<file path="src/rtl/spice_bus_reader_pkg.sv">
// Shared constants and state encoding for the node-voltage bus reader.
package spice_bus_reader_pkg;

  // Node-voltage word width and nominal rail levels (signed).
  localparam int W = 16;
  localparam logic signed [W-1:0] V_HI = 16'sd4000;
  localparam logic signed [W-1:0] V_LO = -16'sd4000;

  // Default hysteresis thresholds sit halfway to each rail.
  localparam logic signed [W-1:0] TH_HI_DEF = V_HI / 2;
  localparam logic signed [W-1:0] TH_LO_DEF = V_LO / 2;

  // Capture sequencer states.
  typedef enum logic [1:0] {
    ST_IDLE = 2'd0,
    ST_WAIT = 2'd1,
    ST_HOLD = 2'd2
  } state_e;

endpackage

</file>
<file path="src/rtl/spice_pin_schmitt.sv">
// One-bit Schmitt comparator: registers a hysteretic level for one node
// voltage and flags whether the voltage sat outside the dead band.
module spice_pin_schmitt
  import spice_bus_reader_pkg::*;
#(
  parameter logic signed [W-1:0] TH_HI = TH_HI_DEF,
  parameter logic signed [W-1:0] TH_LO = TH_LO_DEF
) (
  input  logic         eclk,
  input  logic         ereset_n,
  input  logic [W-1:0] v,
  output logic         level,
  output logic         resolved
);

  logic signed [W-1:0] v_s;
  logic level_q, level_d;
  logic resolved_q, resolved_d;

  assign v_s = $signed(v);

  // Threshold decision: in the dead band the old level is kept.
  always_comb begin
    level_d    = level_q;
    resolved_d = 1'b0;
    if (v_s >= TH_HI) begin
      level_d    = 1'b1;
      resolved_d = 1'b1;
    end else if (v_s <= TH_LO) begin
      level_d    = 1'b0;
      resolved_d = 1'b1;
    end
  end

  // Level and resolution registers.
  always_ff @(posedge eclk or negedge ereset_n) begin
    if (!ereset_n) begin
      level_q    <= 1'b0;
      resolved_q <= 1'b0;
    end else begin
      level_q    <= level_d;
      resolved_q <= resolved_d;
    end
  end

  assign level    = level_q;
  assign resolved = resolved_q;

endmodule

</file>
<file path="src/rtl/spice_bus_reader.sv">
// Bus reader: per-pin hysteresis, whole-bus settle detection, and a
// request-driven capture sequencer with a valid/ready output register.
//
// state   | meaning
// IDLE    | no capture pending, waiting for req
// WAIT    | capture requested, waiting for the bus to settle or time out
// HOLD    | word presented on data with valid=1 until the consumer takes it
module spice_bus_reader
  import spice_bus_reader_pkg::*;
#(
  parameter int N       = 8,
  parameter int SETTLE  = 4,
  parameter int TIMEOUT = 64,
  parameter logic signed [W-1:0] TH_HI = TH_HI_DEF,
  parameter logic signed [W-1:0] TH_LO = TH_LO_DEF
) (
  input  logic           eclk,
  input  logic           ereset_n,
  input  logic [N*W-1:0] v,
  input  logic           req,
  output logic [N-1:0]   data,
  output logic           valid,
  input  logic           ready,
  output logic           timeout,
  output logic           overrun,
  input  logic           clr_overrun
);

  logic [N-1:0] levels, resolved, levels_prev_q;
  logic [7:0]   stable_cnt_q, stable_cnt_d;
  logic [15:0]  wait_cnt_q, wait_cnt_d;
  logic         quiet, stable, ovr_set;
  state_e       state_q, state_d;
  logic [N-1:0] data_q, data_d;
  logic         valid_q, valid_d;
  logic         timeout_q, timeout_d;
  logic         overrun_q, overrun_d;

  for (genvar gi = 0; gi < N; gi++) begin : g_pin
    spice_pin_schmitt #(
      .TH_HI(TH_HI),
      .TH_LO(TH_LO)
    ) u_pin (
      .eclk    (eclk),
      .ereset_n(ereset_n),
      .v       (v[gi*W +: W]),
      .level   (levels[gi]),
      .resolved(resolved[gi])
    );
  end

  // Count consecutive quiet cycles (all resolved, no level change), saturating.
  always_comb begin
    quiet        = (&resolved) && (levels == levels_prev_q);
    stable_cnt_d = stable_cnt_q;
    if (!quiet) begin
      stable_cnt_d = '0;
    end else if (stable_cnt_q < 8'(SETTLE)) begin
      stable_cnt_d = stable_cnt_q + 8'd1;
    end
  end

  assign stable = (stable_cnt_q >= 8'(SETTLE));

  // Settle-tracking registers; they run regardless of sequencer state.
  always_ff @(posedge eclk or negedge ereset_n) begin
    if (!ereset_n) begin
      levels_prev_q <= '0;
      stable_cnt_q  <= '0;
    end else begin
      levels_prev_q <= levels;
      stable_cnt_q  <= stable_cnt_d;
    end
  end

  // Sequencer next state and output-register updates.
  always_comb begin
    state_d    = state_q;
    wait_cnt_d = wait_cnt_q;
    data_d     = data_q;
    valid_d    = valid_q;
    timeout_d  = timeout_q;
    ovr_set    = 1'b0;
    unique case (state_q)
      ST_IDLE: begin
        if (req) begin
          state_d    = ST_WAIT;
          wait_cnt_d = '0;
        end
      end
      ST_WAIT: begin
        ovr_set = req;
        // A settled bus takes priority over the forced capture.
        if (stable || (wait_cnt_q == 16'(TIMEOUT - 1))) begin
          data_d    = levels;
          timeout_d = !stable;
          valid_d   = 1'b1;
          state_d   = ST_HOLD;
        end else begin
          wait_cnt_d = wait_cnt_q + 16'd1;
        end
      end
      ST_HOLD: begin
        if (valid_q && ready) begin
          valid_d = 1'b0;
          if (req) begin
            state_d    = ST_WAIT;
            wait_cnt_d = '0;
          end else begin
            state_d = ST_IDLE;
          end
        end else begin
          ovr_set = req;
        end
      end
      default: state_d = ST_IDLE;
    endcase
    if (ovr_set) begin
      overrun_d = 1'b1;
    end else if (clr_overrun) begin
      overrun_d = 1'b0;
    end else begin
      overrun_d = overrun_q;
    end
  end

  // Sequencer state and output registers.
  always_ff @(posedge eclk or negedge ereset_n) begin
    if (!ereset_n) begin
      state_q    <= ST_IDLE;
      wait_cnt_q <= '0;
      data_q     <= '0;
      valid_q    <= 1'b0;
      timeout_q  <= 1'b0;
      overrun_q  <= 1'b0;
    end else begin
      state_q    <= state_d;
      wait_cnt_q <= wait_cnt_d;
      data_q     <= data_d;
      valid_q    <= valid_d;
      timeout_q  <= timeout_d;
      overrun_q  <= overrun_d;
    end
  end

  assign data    = data_q;
  assign valid   = valid_q;
  assign timeout = timeout_q;
  assign overrun = overrun_q;

endmodule

</file>
<file path="config.mk">
export PLATFORM = sky130hd
export DESIGN_NAME = spice_bus_reader
export DESIGN_NICKNAME = d
export VERILOG_FILES = /design/src/rtl/spice_bus_reader_pkg.sv /design/src/rtl/spice_pin_schmitt.sv /design/src/rtl/spice_bus_reader.sv
export SDC_FILE = /design/constraint.sdc
export NUM_CORES = 1
export LEC_CHECK = 0
export ABC_AREA = 1
export CAP_MARGIN = 20
export CORE_AREA = 2 2 105 127
export CTS_BUF_LIST = sky130_fd_sc_hd__clkbuf_4 sky130_fd_sc_hd__clkbuf_8
export DETAILED_ROUTE_END_ITERATION = 10
export DIE_AREA = 0 0 107 129
export DONT_BUFFER_PORTS = 1
export PLACE_DENSITY = 0.41
export SETUP_SLACK_MARGIN = 0.05
export SLEW_MARGIN = 20
export SYNTH_ARGS = -nofsm -noshare
export SYNTH_HDL_FRONTEND = slang
export SYNTH_SLANG_ARGS = --single-unit
</file>
<file path="constraint.sdc">
create_clock -name eclk -period 1.4 [get_ports eclk]
set_input_delay 0.28 -clock eclk [delete_from_list [all_inputs] [get_ports eclk]]
set_output_delay 0.28 -clock eclk [all_outputs]
set_load 0.03 [all_outputs]
</file>
Word level (Yosys, flattened, before mapping)
Cells that the tools add are included.

Flip-flop bits (word level): 61. Bits of input ports: 133. Output and inout bits: 11. Word-level logic and storage cells: 124.

$add $sub $neg: 2. Order comparisons: 18. Equal/unequal tests: 9. Mux-type cells: 50. Reduce and logical (&&, ||, !) cells: 21.

Operator list (count): $ge A16 B12 Y1 const B (8); $le A16 B12 Y1 const B (8); $mux W16 (3); $pmux W16 S3 (1); $mux W1 (38); $reduce_bool A2 Y1 (10); $add A16 B1 Y16 const B (1); $eq A16 B6 Y1 const B (1); $mux W8 (2); $reduce_and A3 Y1 (3); $add A8 B1 Y8 const B (1); $eq A8 B8 Y1 (1); $ge A8 B3 Y1 const B (1); $lt A8 B3 Y1 const B (1); $ne A2 B2 Y1 const B (4); $reduce_and A8 Y1 (1); $mux W2 (3); $pmux W2 S3 (1); $pmux W1 S2 (2); $reduce_bool A3 Y1 (1); $eq A2 B1 Y1 const B (1); $eq A2 B2 Y1 const B (1); $logic_and A1 B1 Y1 (2); $logic_not A2 Y1 (1); 4 further kinds (4).

Logic depth before layout (Yosys ltp)
Depth in word-level cells: 4. Mapped depth: 11. Gate-level depth less buffers: 11.

Cells and area by module
From an unflattened synthesis, not the netlist that was laid out.

Cells, all modules: 629. Area total of the unflattened synthesis: 4075.2 sq um.

By module, submodules not included: spice_bus_reader (times used 1, cells each 317, area each 2393.5 sq um, sequential area each 1126.1 sq um); spice_pin_schmitt (times used 8, cells each 39, area each 210.2 sq um, sequential area each 50.0 sq um).

Worst setup path before layout
OpenSTA, ideal clock, no wires.

Path type: reg2reg. From: reg state_q[1]. To: reg wait_cnt_q[4]. Library setup time: 0.065 ns. Arrival time: 1.491 ns. Data required time: 1.335 ns. Setup slack: -0.156 ns. Cell stages (with the launch flop): 9. Path buffers: 2. Clock period less this slack: 1.556 ns. Path through: dfrtp_1 -> inv_1 -> ha_1 -> buf_6 -> inv_1 -> clkbuf_1 -> nor3b_1 -> nand2_1 -> nand2_1.

Word-level cells in the longest chain between the ends: 3. Elaborated cells between the ends (all ways): 8. Those cells by class: eq/ne (4); mux (1); reduce/logical (3).

RTL lines: start: declaration (line spice_bus_reader.sv:33) `state_e state_q, state_d;`; start signal: assignment (line spice_bus_reader.sv:137) `state_q <= state_d;`; $eq A2 B2 Y1 (tied with other cells) (line spice_bus_reader.sv:84) `unique case (state_q)`; $ne A2 B2 Y1 (no source line) or $reduce_bool A3 Y1 (tied branches); $reduce_and A3 Y1 (no source line); end signal: assignment (line spice_bus_reader.sv:138) `wait_cnt_q <= wait_cnt_d;`; end: declaration (line spice_bus_reader.sv:31) `logic [15:0] wait_cnt_q, wait_cnt_d;`.

Several ways; a longest one is shown, not always the timed one. A chain may end at the register's enable or synchronous reset.

Worst setup path after layout
From: reg wait_cnt_q[8]. To: reg wait_cnt_q[15].

Word-level cells in the longest chain between the ends: 4. Elaborated cells between the ends (all ways): 7. Those cells by class: add/sub (1); eq/ne (2); mux (2); reduce/logical (2).

RTL lines: branches (longest 4 deep; another with $add A16 B1 Y16).

Several ways; the timed one is not identified. The select of a mux whose other input is x is not followed.

==> flow_metrics.py <==
metrics = {
    "detailed_routing": {
        "wl_per_cell_um": 12.7,
        "num_vias": 3425,
        "drc": 0,
        "viasPerCell": 4.67,
        "first_pass_iters": 4,
        "first_iter_violations": 120,
        "wl_um": 9300,
        "final_antenna_net_count": 0,
    },
    "yosys": {
        "ys_seq_area_share_pct": 41.6,
        "yosysTopAreaCell": "dfrtp_1",
        "netlist.area_leader.share_pct": 41.6,
        "synthTopCellsByArea": "dfrtp_1, nand2_1, nor2_1, inv_1, nand3_1",
        "synth-async-reset-ratio_pct": 100,
        "yosys_warnings": 0,
        "synth_common_cells": "nand2_1, nor2_1, dfrtp_1",
        "mappedNetlistArea_mm2": 0.00367,
        "synth-seq-cells": 61,
        "synth_nets": 659,
        "synthCells": 518,
        "synth-edff-count": 0,
        "yosysUniqueCellTypes": 33,
        "synth.most_common_cell": "nand2_1",
        "syn_avg_cell_area_um2": 7.09,
        "synth_ff_type": "dfrtp_1",
    },
    "critical_path": {
        "crit_required_ns": 1.63,
        "arrival_ns": 1.68,
        "crit_fanout": 10,
        "crit_type": "flip-flop to flip-flop",
        "reg2reg_slack_ns": -0.04,
        "r2r_cells": 9,
        "reg2reg_from": "wait_cnt_q[8]",
        "cp-start-kind": "flip-flop",
        "reg2reg_to": "wait_cnt_q[15]",
        "worstSetupEndpointType": "flip-flop",
    },
    "outcome": {
        "violations": "hold timing, setup timing",
        "status": "complete, but fails checks",
    },
    "power_and_ir_drop": {
        "ir_drop_uv": 508,
        "p_per_area_mw_per_mm2": 1230,
        "p_leak_nw": 2.16,
    },
    "place": {
        "dpl.hpwl_um": 6930,
        "dp_cells": 706,
        "io_buffers": 0,
        "pre_cts_slack_ns": -0.211,
        "place.gp.congestion": 0.830,
    },
    "global_route": {
        "antenna_found_initial": 0,
        "grt_pass1_wl_um": 15400,
        "grt_max_degree": 62,
        "grt_usage_pct": 14.2,
        "grt_pass1_vias": 3396,
        "grt_overflow_total": 0,
    },
    "clock_network": {
        "clk_latency_ns": 0.34,
        "cts_buffers": 9,
        "cts_max_level": 3,
        "tritoncts": "built",
        "clkSinkCount": 61,
        "clock_path_buffers": 2,
        "clk_pin_slew_ns": 0.07,
        "root_buffer": "clkbuf_8",
    },
    "die": {
        "rows": 45,
        "die_w_um": 107,
        "die_h_um": 129,
        "core_mm2": 0.0126,
        "io_pins": 144,
        "start_util_pct": 29.3,
        "dieArea_mm2": 0.0138,
    },
    "timing": {
        "worst_slew_pin_slew_ns": 0.386,
        "final_max_slew_viol_count": 0,
        "fin_skew_ns": 0.00663,
        "fmax_mhz": 694,
        "finalHoldViolCount": 61,
        "min_period_ns": 1.44,
        "fin_crit_sh_pct": 103,
        "worst_hold_slack_ns": -0.370,
        "slew_headroom_pct": 74.3,
        "timing.final.ws_setup_ns": -0.0409,
        "tns_ns": -0.459,
        "setup_viol": 16,
        "rsz0062_at_grt": "true",
    },
    "cells_and_area": {
        "multi_input_area_mm2": 0.00205,
        "nNetsFinal": 706,
        "drive_above_1_share_pct": 17.8,
        "regArea_mm2": 0.00153,
        "area_delta_synth_final_pct": 24.0,
        "antennaDiodeCount": 0,
        "instances_no_fill": 733,
        "fillers": 1341,
    },
    "flow_run": {
        "max_cap_violations": 0,
    },
    "worst_hold_path": {
        "hold_class": "input pin to async pin",
    },
}
stage by stage:
step	total power, mW	instance area (µm²)	utilization (%)
3_5_place_dp	3.28	4070	32.4
3_3_place_gp	3.28	4070	32.4
4_1_cts	5.56	4480	35.7
5_1_grt	5.93	4560	36.3
6_report	5.61	4560	36.3
2_1_floorplan	2.97	3700	-
worst max-delay path by stage:
stage | startpoint | to | cells after the start
after CTS | wait_cnt_q[9] | wait_cnt_q[2] | 9
after global routing | wait_cnt_q[8] | wait_cnt_q[2] | 9
after global placement | wait_cnt_q[1] | wait_cnt_q[8] | 8
final | wait_cnt_q[8] | wait_cnt_q[15] | 9
after floorplan | state_q[1] | wait_cnt_q[4] | 8
after detailed placement | wait_cnt_q[0] | wait_cnt_q[13] | 8
power by group:
group | switching (mW) | total (mW) | leakage [nW] | internal [mW]
Sequential | 0.141 | 2.03 | 0.777 | 1.89
Clock | 0.691 | 1.75 | 0.109 | 1.06
Combinational | 0.987 | 1.83 | 1.27 | 0.843
Total | 1.82 | 5.61 | 2.16 | 3.79
critical path: stages, from the launching register on:
cell,delay (ns)
dfrtp_1,0.38
nor2_1,0.12
nand2_1,0.08
nor2_2,0.16
nand2_2,0.14
nand2_8,0.13
a21oi_4,0.07
buf_12,0.14
nand2_1,0.06
nand2_1,0.05
per-layer routing:
| metal | vias to the layer above | track usage (%) | part of all wire (%) |
|---|---|---|---|
| met1 | 1574 | 15.7 | 40 |
| met2 | 92 | 26.2 | 52 |
| li1 | 1747 | - | - |
| met3 | 12 | 3.39 | 5.6 |
| met5 | - | 0 | 0 |
| met4 | 0 | 5.58 | 2.1 |
repair_timing:
item,4_1_cts,5_1_grt
endpoints found under the hold margin,61,61
cloned,3,0
resized for setup,16,20
setup endpoints to repair,29,37
setup buffers,8,2
pin swaps,12,18
flip-flops by register name (all words and copies together) (netlist names), 2 cells and up:
| name | flops |
|---|---|
| stable_cnt_q | 8 |
| data | 8 |
| levels_prev_q | 8 |
| wait_cnt_q | 16 |
| state_q | 2 |
| g_pin.u_pin.level | 8 |
| g_pin.u_pin.resolved | 8 |
cells by family after synthesis:
family | after synthesis | synth area share (%)
AOI/OAI and AO/OA | 34 | 5.62
xor gates and xnor gates | 8 | 1.91
adders and majority gates | 8 | 2.72
buffers and inverters | 62 | 7.19
DFF | 61 | 41.6
and+or+nand+nor | 345 | 41.0
placed cells by master (no fill, tap or decap), drive strengths merged:
cell and count:
a21o 1, and3 1, buf 37, o211ai 3, bufinv 2, nand4 20
nor3b 3, o31ai 1, o21ai 17, nor4 7, nand2 181, dfrtp 61
clkinvlp 2, xor2 7, o22ai 1, o2111ai 1, nor2 84, o21bai 6
xnor2 1, inv 56, clkbuf 11, clkinv 2, or2 3, ha 8
a21oi 4, nor3 13, nand3 36
layout make-up:
cell class / count / share of cell area, %
clock inverter: 4 / 1.59
tap: 164 / 4.50
multi-input combinational: 398 / 44.9
timing repair buffer: 37 / 7.28
sequential: 61 / 33.6
clock buffer: 11 / 3.19
inverter: 58 / 4.97
Power figures use the tool's default switching activity.
